**src/rtl/abs_pos_hls_scheduler.sv**
```systemverilog
// Round-robin scheduler sharing one HLS absolute-position core among NUM_AXES axes.
// Optional build macro PERIODIC_REFRESH_EN re-arms every axis each REFRESH_CYCLES cycles.
module abs_pos_hls_scheduler #(
    parameter int unsigned NUM_AXES       = 4,
    parameter int unsigned AXIS_IDX_W     = 2,
    parameter int unsigned TIMEOUT_CYCLES = 255,
    parameter int unsigned REFRESH_CYCLES = 1000
) (
    input  logic                     clk,
    input  logic                     rst,
    input  logic                     enable,
    input  logic [NUM_AXES-1:0]      axis_req,
    input  logic [NUM_AXES*32-1:0]   axis_hw_counter,
    input  logic [NUM_AXES*32-1:0]   axis_set_position_part1,
    input  logic [NUM_AXES*32-1:0]   axis_set_position_part2,
    input  logic [NUM_AXES*32-1:0]   axis_counts_per_m,
    input  logic                     hls_ready,
    input  logic                     hls_done,
    input  logic [63:0]              hls_abs_pos,
    output logic                     start_hls_calculations,
    output logic [31:0]              selected_axis_hw_counter,
    output logic [31:0]              selected_axis_set_position_part1,
    output logic [31:0]              selected_axis_set_position_part2,
    output logic [31:0]              selected_axis_counts_per_m,
    output logic                     abs_pos_valid,
    output logic [AXIS_IDX_W-1:0]    abs_pos_axis,
    output logic [63:0]              abs_pos_data,
    output logic                     busy,
    output logic [2:0]               state,
    output logic                     timeout_err,
    output logic [AXIS_IDX_W-1:0]    timeout_axis,
    input  logic                     err_clr
);

    typedef enum logic [2:0] {
        IDLE    = 3'd0,
        SELECT  = 3'd1,
        START   = 3'd2,
        WAIT    = 3'd3,
        STORE   = 3'd4,
        TIMEOUT = 3'd5
    } state_t;

    if (NUM_AXES < 2 || NUM_AXES > 8 || (2 ** AXIS_IDX_W) < NUM_AXES ||
        TIMEOUT_CYCLES < 1 || TIMEOUT_CYCLES > 65535 || REFRESH_CYCLES < 1) begin : g_bad_params
        $error("abs_pos_hls_scheduler: illegal parameter combination");
    end

    state_t                cur_state, next_state;
    logic [NUM_AXES-1:0]   pending, pending_next, clr_mask, refresh_mask;
    logic [AXIS_IDX_W-1:0] last_served, sel_idx, pick;
    logic [15:0]           wd_cnt;
    logic [31:0]           hw_arr   [NUM_AXES];
    logic [31:0]           sp1_arr  [NUM_AXES];
    logic [31:0]           sp2_arr  [NUM_AXES];
    logic [31:0]           cpm_arr  [NUM_AXES];

    always_comb begin
        for (int unsigned i = 0; i < NUM_AXES; i++) begin
            hw_arr[i]  = axis_hw_counter[32*i +: 32];
            sp1_arr[i] = axis_set_position_part1[32*i +: 32];
            sp2_arr[i] = axis_set_position_part2[32*i +: 32];
            cpm_arr[i] = axis_counts_per_m[32*i +: 32];
        end
    end

    // Search starts just past the last served axis so every pending axis waits at most NUM_AXES-1 turns.
    always_comb begin
        logic                  found;
        int unsigned           cand;
        logic [AXIS_IDX_W-1:0] cand_idx;
        found = 1'b0;
        pick  = '0;
        for (int unsigned k = 1; k <= NUM_AXES; k++) begin
            cand     = (32'(last_served) + k) % NUM_AXES;
            cand_idx = AXIS_IDX_W'(cand);
            if (!found && pending[cand_idx]) begin
                found = 1'b1;
                pick  = cand_idx;
            end
        end
    end

`ifdef PERIODIC_REFRESH_EN
    logic [31:0] refresh_cnt;

    always_ff @(posedge clk or negedge rst) begin
        if (!rst) begin
            refresh_cnt <= '0;
        end else if (refresh_cnt == 32'(REFRESH_CYCLES - 1)) begin
            refresh_cnt <= '0;
        end else begin
            refresh_cnt <= refresh_cnt + 32'd1;
        end
    end

    assign refresh_mask = (refresh_cnt == 32'(REFRESH_CYCLES - 1)) ? '1 : '0;
`else
    assign refresh_mask = '0;
`endif

    // A new request in the completing cycle is OR-ed in after the clear, so it survives.
    always_comb begin
        clr_mask = '0;
        if (cur_state == STORE || cur_state == TIMEOUT) begin
            clr_mask[sel_idx] = 1'b1;
        end
        pending_next = (pending & ~clr_mask) | axis_req | refresh_mask;
    end

    always_comb begin
        next_state             = cur_state;
        start_hls_calculations = 1'b0;
        abs_pos_valid          = 1'b0;
        busy                   = (cur_state != IDLE);
        state                  = cur_state;
        case (cur_state)
            IDLE:    if (enable && |pending) next_state = SELECT;
            SELECT:  next_state = START;
            START: begin
                start_hls_calculations = 1'b1;
                if (hls_ready) next_state = hls_done ? STORE : WAIT;
            end
            WAIT: begin
                if (hls_done) begin
                    next_state = STORE;
                end else if (wd_cnt == 16'(TIMEOUT_CYCLES - 1)) begin
                    next_state = TIMEOUT;
                end
            end
            STORE: begin
                abs_pos_valid = 1'b1;
                next_state    = IDLE;
            end
            TIMEOUT: next_state = IDLE;
            default: next_state = IDLE;
        endcase
    end

    always_ff @(posedge clk or negedge rst) begin
        if (!rst) begin
            cur_state                        <= IDLE;
            pending                          <= '0;
            last_served                      <= AXIS_IDX_W'(NUM_AXES - 1);
            sel_idx                          <= '0;
            wd_cnt                           <= '0;
            selected_axis_hw_counter         <= '0;
            selected_axis_set_position_part1 <= '0;
            selected_axis_set_position_part2 <= '0;
            selected_axis_counts_per_m       <= '0;
            abs_pos_axis                     <= '0;
            abs_pos_data                     <= '0;
            timeout_err                      <= 1'b0;
            timeout_axis                     <= '0;
        end else begin
            cur_state <= next_state;
            pending   <= pending_next;
            wd_cnt    <= (cur_state == WAIT) ? wd_cnt + 16'd1 : '0;

            if (cur_state == SELECT) begin
                sel_idx                          <= pick;
                selected_axis_hw_counter         <= hw_arr[pick];
                selected_axis_set_position_part1 <= sp1_arr[pick];
                selected_axis_set_position_part2 <= sp2_arr[pick];
                selected_axis_counts_per_m       <= cpm_arr[pick];
            end

            if (next_state == STORE) begin
                abs_pos_data <= hls_abs_pos;
                abs_pos_axis <= sel_idx;
            end

            if (cur_state == STORE || cur_state == TIMEOUT) begin
                last_served <= sel_idx;
            end

            if (next_state == TIMEOUT) begin
                timeout_err  <= 1'b1;
                timeout_axis <= sel_idx;
            end else if (err_clr) begin
                timeout_err <= 1'b0;
            end
        end
    end

endmodule

```
**config.mk**
```make
export PLATFORM = sky130hd
export DESIGN_NAME = abs_pos_hls_scheduler
export DESIGN_NICKNAME = d
export VERILOG_FILES = /design/src/rtl/abs_pos_hls_scheduler.sv
export SDC_FILE = /design/constraint.sdc
export NUM_CORES = 1
export LEC_CHECK = 0
export ABC_AREA = 1
export BUFFER_PORTS_ARGS = -buffer_cell sky130_fd_sc_hd__buf_2
export CAP_MARGIN = 20
export CORE_AREA = 2 2 308 310
export DETAILED_ROUTE_END_ITERATION = 8
export DIE_AREA = 0 0 310 312
export SLEW_MARGIN = 5
export SYNTH_ARGS = -nofsm -noshare
export SYNTH_HDL_FRONTEND = slang
export SYNTH_SLANG_ARGS = --single-unit
```
**constraint.sdc**
```tcl
create_clock -name clk -period 2.67 [get_ports clk]
set_clock_uncertainty 0.15 [all_clocks]
set_input_delay 0.4005 -clock clk [delete_from_list [all_inputs] [get_ports clk]]
set_output_delay 0.4005 -clock clk [all_outputs]
set_load 0.02 [all_outputs]
```
Word-level counts from Yosys, hierarchy flattened
Cells that the tools add are included.
W data, S select, Z words.
Cells by class
  add/sub/neg operators: 5
  order comparisons: 7
  equality and inequality tests: 8
  mux-type cells: 41
  bitwise logic cells: 4
  reductions and logical operators: 13
Operators with widths (number)
  $bmux W32 S2: 4
  $mux W32: 8
  $add A16 B1 Y16 const B: 1
  $eq A16 B8 Y1 const B: 1
  $mux W16: 1
  $lt A2 B3 Y1 const B: 5
  $mux W3: 5
  $eq A3 B3 Y1 const B: 4
  $mux W1: 12
  $pmux W3 S4: 1
  $bmux W1 S2: 4
  $mux W2: 4
  $eq A3 B2 Y1 const B: 2
  $logic_and A1 B1 Y1: 5
  $add A2 B1 Y2 const B: 2
  $add A2 B2 Y2 const B: 2
  $and A4 B4 Y4: 1
  $mux W4: 1
  $not A4 Y4: 1
  $or A4 B4 Y4: 1
  $reduce_or A4 Y1: 1
  $eq A3 B1 Y1 const B: 1
  $ge A3 B3 Y1 const B: 1
  $logic_not A1 Y1: 3
  7 further kinds: 7
Storage, ports and cells
  flip-flop bits (word level): 224
  bits of input ports: 586
  word-level logic and storage cells: 91

Depth between registers and ports, before layout
  depth after elaboration: 17
  gate-level depth with buffers: 17

Worst setup path before layout
No wires, ideal clock.
  path type: register to register
  start point: register last_served[0]
  end point: register selected_axis_set_position_part2[17]
  setup time: 124 ps
  arrival: 1857 ps
  path slack: 539 ps
  stages on the path, launching flop included: 17
  period minus slack after synthesis: 2131 ps
  cell sequence: dfstp_2 > buf_6 > inv_4 > nand2_1 > nand2_2 > nand2_2 > nand2_4 > nor2_8 > nand3_1 > nand2_1 > nand2_2 > nand2_1 > nor2_2 > buf_4 > clkbuf_4 > nand2_1 > nand3_1
On the way
  cells in the longest elaborated chain, start to end: 17
  elaborated cells on any way between the ends: 29
  those cells by class: 4 x add/sub; 18 x mux; 1 x bitwise; 6 x reduce/logical
RTL lines
  from (decl): line 51  | logic [AXIS_IDX_W-1:0] last_served, sel_idx, pick;
  from (signal assigned): line 144  | last_served <= AXIS_IDX_W'(NUM_AXES - 1);
  from (signal assigned): line 174  | last_served <= sel_idx;
  $add A2 B1 Y2: line 75  | cand = (32'(last_served) + k) % NUM_AXES;
  $bmux W1 S2: line 77  | if (!found && pending[cand_idx]) begin
  $mux W1 (implied by the code): line 77
  $mux W1: line 77
  $logic_not A1 Y1: line 77
  $logic_and A1 B1 Y1: line 77
  $mux W1: line 77
  $logic_not A1 Y1: line 77
  $logic_and A1 B1 Y1: line 77
  $mux W1: line 77
  $logic_not A1 Y1: line 77
  $logic_and A1 B1 Y1: line 77
  $mux W2 (*): line 77
  $not A2 Y3 (implied by the code) (*): line 164  | selected_axis_set_position_part2 <= sp2_arr[pick];
  $bmux W32 S2 (*): line 164
  $mux W32 (implied by the code) (*) (2 in series): line 164
  to (signal assigned): line 164
  to (decl): line 23  | output logic [31:0] selected_axis_set_position_part2,
Mark *: on every way between the ends. The rest lies on a longest branch, timed or not. The select of a mux whose other input is x is not followed.
A chain may end at the register's enable or synchronous reset.

Worst setup path after layout
  start point: register last_served[0]
  end point: register selected_axis_counts_per_m[1]
On the way
  cells in the longest elaborated chain, start to end: 17
  elaborated cells on any way between the ends: 29
  those cells by class: 4 x add/sub; 18 x mux; 1 x bitwise; 6 x reduce/logical
RTL lines
  $add A2 B1 Y2: line 75
  $bmux W1 S2: line 77
  $mux W1 (implied by the code): line 77
  $mux W1: line 77
  $logic_not A1 Y1: line 77
  $logic_and A1 B1 Y1: line 77
  $mux W1: line 77
  $logic_not A1 Y1: line 77
  $logic_and A1 B1 Y1: line 77
  $mux W1: line 77
  $logic_not A1 Y1: line 77
  $logic_and A1 B1 Y1: line 77
  $mux W2 (*): line 77
  $not A2 Y3 (implied by the code) (*): line 165  | selected_axis_counts_per_m <= cpm_arr[pick];
  $bmux W32 S2 (*): line 165
  $mux W32 (implied by the code) (*) (2 in series): line 165
  to (signal assigned): line 165
  to (decl): line 24  | output logic [31:0] selected_axis_counts_per_m,
Marked as above.

==> results.md <==
* Post-synthesis sequential area ratio at between 40% and 50%
* Arr. time, crit path at a little under 3 ns
* DP HPWL at approximately 53000 um
* Grt ovf at 0
* Crit path launch type: flip-flop
* Slew @ Worst Pin at approximately 0.59 ns
* Critical path's top delay family: simple AND/OR/NAND/NOR gates
* Die height at between 300 and 400 um
* Synth Area per Inst at around 6.6 um2
* Top cells by area, synth: dfrtp_1, nand2_1, nand3_1
* Initial core utilization at 14.6%
* Post-route antenna net violation count at 0
* Post-DR vias/cell at 4.24
* Most instantiated cells after synthesis: nand2_1, nand3_1, dfrtp_1
* Critical path depth at 15
* Count leader, synth: nand2_1
* Max-Cap Viols at 0
* Hold Fails Final Rpt at 0
* Crit path max fanout at 9
* Fin nets at roughly 3900
* Worst Setup SP: last_served[0]
* Critical path type: reg -> reg
* Slew Viols, Final at 0
* Synth warnings at 0
* Pwr Density at 1290 mW/mm2
* Max Freq at about 0.38 GHz
* Clock Sinks at around 220
* Routed wire length per instance at 17.8 um
* CP bufs+invs at 3
* Post-synth ARST share at 100%
* Root Buffer: clkbuf_16
* Status: complete, no violations
* Max IR drop VDD at between 0.001 and 0.0015 V
* Period utilization at 98.1%
* Row count at between 100 and 150
* Core area at a little over 0.09 mm2
* Slowest CP cell: dfstp_2
* Number of H-tree levels at 1
* WP data required at between 2 and 3 ns
* CP cell instances: inv_4 > nand2_1 > nand2_2 > nand2_2 > nand2_4 > o21ai_1 > nand2_2 > nand2_8 > nand2_8 > buf_16 > buf_4 > nand2_1 > nand2_1 > nand2_1 > nand3_1
* Critical Path End: selected_axis_counts_per_m[1]
* EDFF count, synth at 0
* Die area at 0.0967 mm2
* Fin worst setup slack at roughly 0.050 ns
* Cell mode on critical path: nand2_1
* CTS Buf Count at 30
* Share of cells above drive strength 1 at between 30 and 40%
* Clock transition at path regs at around 0.060 ns
* Core Util, Final at ~28%
* Yosys reg bits at 224
* Worst-skew pair later-pin latency at between 0.6 and 0.7 ns
* Layout area overhead at 91.4%
* DRT iter0 DRCs at ~1800
* GRT Total Usage at 14.7%
* Drt pass-1 iters at 6
* Worst reg2reg path depth at 15
* Yosys top cell area share at roughly 41%
* RSZ-0062 raised after global routing: yes
* Clock tree from TritonCTS: yes
* Vias in the first global route at around 19000
* Cell variety after synth at 36
* Leak at 0.0138 uW
* Post-route cell area at ~0.026 mm2
* Placed cell area at around 0.019 mm2
* Syn nets at 2630
* Vias at 19523
* Crit-path max cell delay at 0.60 ns
* FF-to-FF setup slack at 0.05 ns
* Worst Setup End Kind: flip-flop
* Crit path time final at 2.62 ns
* Final setup viols at 0
* Die Span X at between 300 and 400 um
* Most area-hungry cell type in the Yosys netlist: dfrtp_1
* Filler cells at 9880
* First-pass GRT wire length at about 110000 um
* WL final at ~82000 um
* DP Worst Slack at approximately 0.054 ns
* Mapped Cells at 2042
* # DRC at 0
* Hold Path Class: in -> reg
* Synthesized area at between 0.01 and 0.015 mm2
* Clock Path Buffers at 3
* Main synth FF type: dfrtp_1
* Boundary pin count at 789
* Pin count of the biggest net entering global routing at 72
* Worst r2r src: last_served[0]
* Final setup TNS at 0 ns
* Initial antenna violation count at 6
* Reg2reg end: selected_axis_counts_per_m[1]
* Fin cells at about 4600
* IO buf count at between 700 and 800
* Placed Cells at around 4000
* Routability cong. at between 0.9 and 1
* Max_slew headroom at about three fifths
worst reg2reg max path: cells and delay by family (launching register included):
family          cells  cell delay (ns)
buf+inv             3             0.45
flops               1             0.60
compound gates      1             0.16
simple gates       11             1.11
repair_timing:
item	CTS	global route
setup endpoints to repair	2	120
endpoints found under the hold margin	252	0
hold buffers	473	0
pin swaps	0	8
setup buffers	0	12
cloned	0	16
resized for setup	1	71
worst min path at each step:
| stage | cells after the start | slack [ns] | to | start |
|---|---|---|---|---|
| 6_report | 5 | 0.04 | selected_axis_set_position_part1[25] | axis_set_position_part1[25] |
| 3_3_place_gp | 1 | 0.25 | selected_axis_hw_counter[19] | rst |
| 5_1_grt | 5 | 0.03 | selected_axis_counts_per_m[9] | axis_counts_per_m[9] |
| 2_1_floorplan | 0 | -0.05 | abs_pos_axis[0] | rst |
| 3_5_place_dp | 1 | 0.26 | selected_axis_hw_counter[22] | rst |
| 4_1_cts | 5 | 0.0001 | selected_axis_set_position_part1[25] | axis_set_position_part1[25] |
through the flow:
stage | total power [uW] | hold slack [ns]
finish | 33400 | 0.0406
global route | 35800 | 0.0307
CTS | 30300 | 0.0000956
detailed placement | 25300 | 0.257
global placement | 25300 | 0.253
floorplan | 18000 | -0.0451
cell usage in the layout, fill, tap and decap left out, types with 4 or more instances in the layout:
master            n
buf_2           787
buf_6            21
dfrtp_1         222
nand2_1        1056
nor3_1            9
nand3_2           4
diode_2           4
buf_16            5
buf_12           32
buf_8             5
inv_1            25
buf_4            63
nor2_1           21
nand2_2          33
o21ai_0          10
clkbuf_16        40
clkinv_2          5
clkbuf_8          7
dlygate4sd3_1   473
nand3_1         465
a21oi_1          10
where the power goes:
| part | total, uW | leakage [uW] | internal [uW] | switching, uW |
|---|---|---|---|---|
| clock network | 4300 | 0.000511 | 2550 | 1750 |
| logic | 23400 | 0.0105 | 8760 | 14600 |
| registers | 5780 | 0.00282 | 4900 | 881 |
| total | 33400 | 0.0138 | 16200 | 17200 |
per-layer routing:
metal | up-vias | part of all wire (%) | track usage [%]
li1 | 9114 | - | -
met1 | 8931 | 38 | 16.6
met2 | 1220 | 47 | 24.5
met3 | 256 | 9.9 | 4.08
met4 | 2 | 5.9 | 8.52
met5 | - | 0.016 | 0
registers in the layout, indices dropped and copies added (netlist names):
| register | cells |
|---|---|
| abs_pos_data | 64 |
| selected_axis_counts_per_m | 32 |
| selected_axis_hw_counter | 32 |
| selected_axis_set_position_part1 | 32 |
| selected_axis_set_position_part2 | 32 |
| wd_cnt | 16 |
| pending | 4 |
| state | 3 |
| abs_pos_axis | 2 |
| last_served | 2 |
| sel_idx | 2 |
| timeout_axis | 2 |
| timeout_err | 1 |
cell families (layout without fill, tap and decap cells):
logic type,count (synthesis),after routing,synth area share [%]
AO/OA/AOI/OAI,32,32,1.44
XOR/XNOR,1,1,0.0646
adder cells (fa/ha/maj),2,2,0.185
buffers and inverters,181,1483,7.46
flip-flops,224,224,41.4
other,0,4,0
AND/OR/NAND/NOR,1602,1603,49.5
layout make-up:
type / instances / area [um2] / share of cell area, %
inverters: 32 / 130 / 0.502
repair buffers: 1396 / 10500 / 40.4
clock buffers: 40 / 858 / 3.31
diodes: 4 / 10.0 / 0.0386
multi-input cells: 1638 / 7090 / 27.3
clock inverters: 15 / 194 / 0.748
well taps: 1254 / 1570 / 6.05
flip-flops and latches: 224 / 5610 / 21.6
Power figures use the tool's default switching activity.
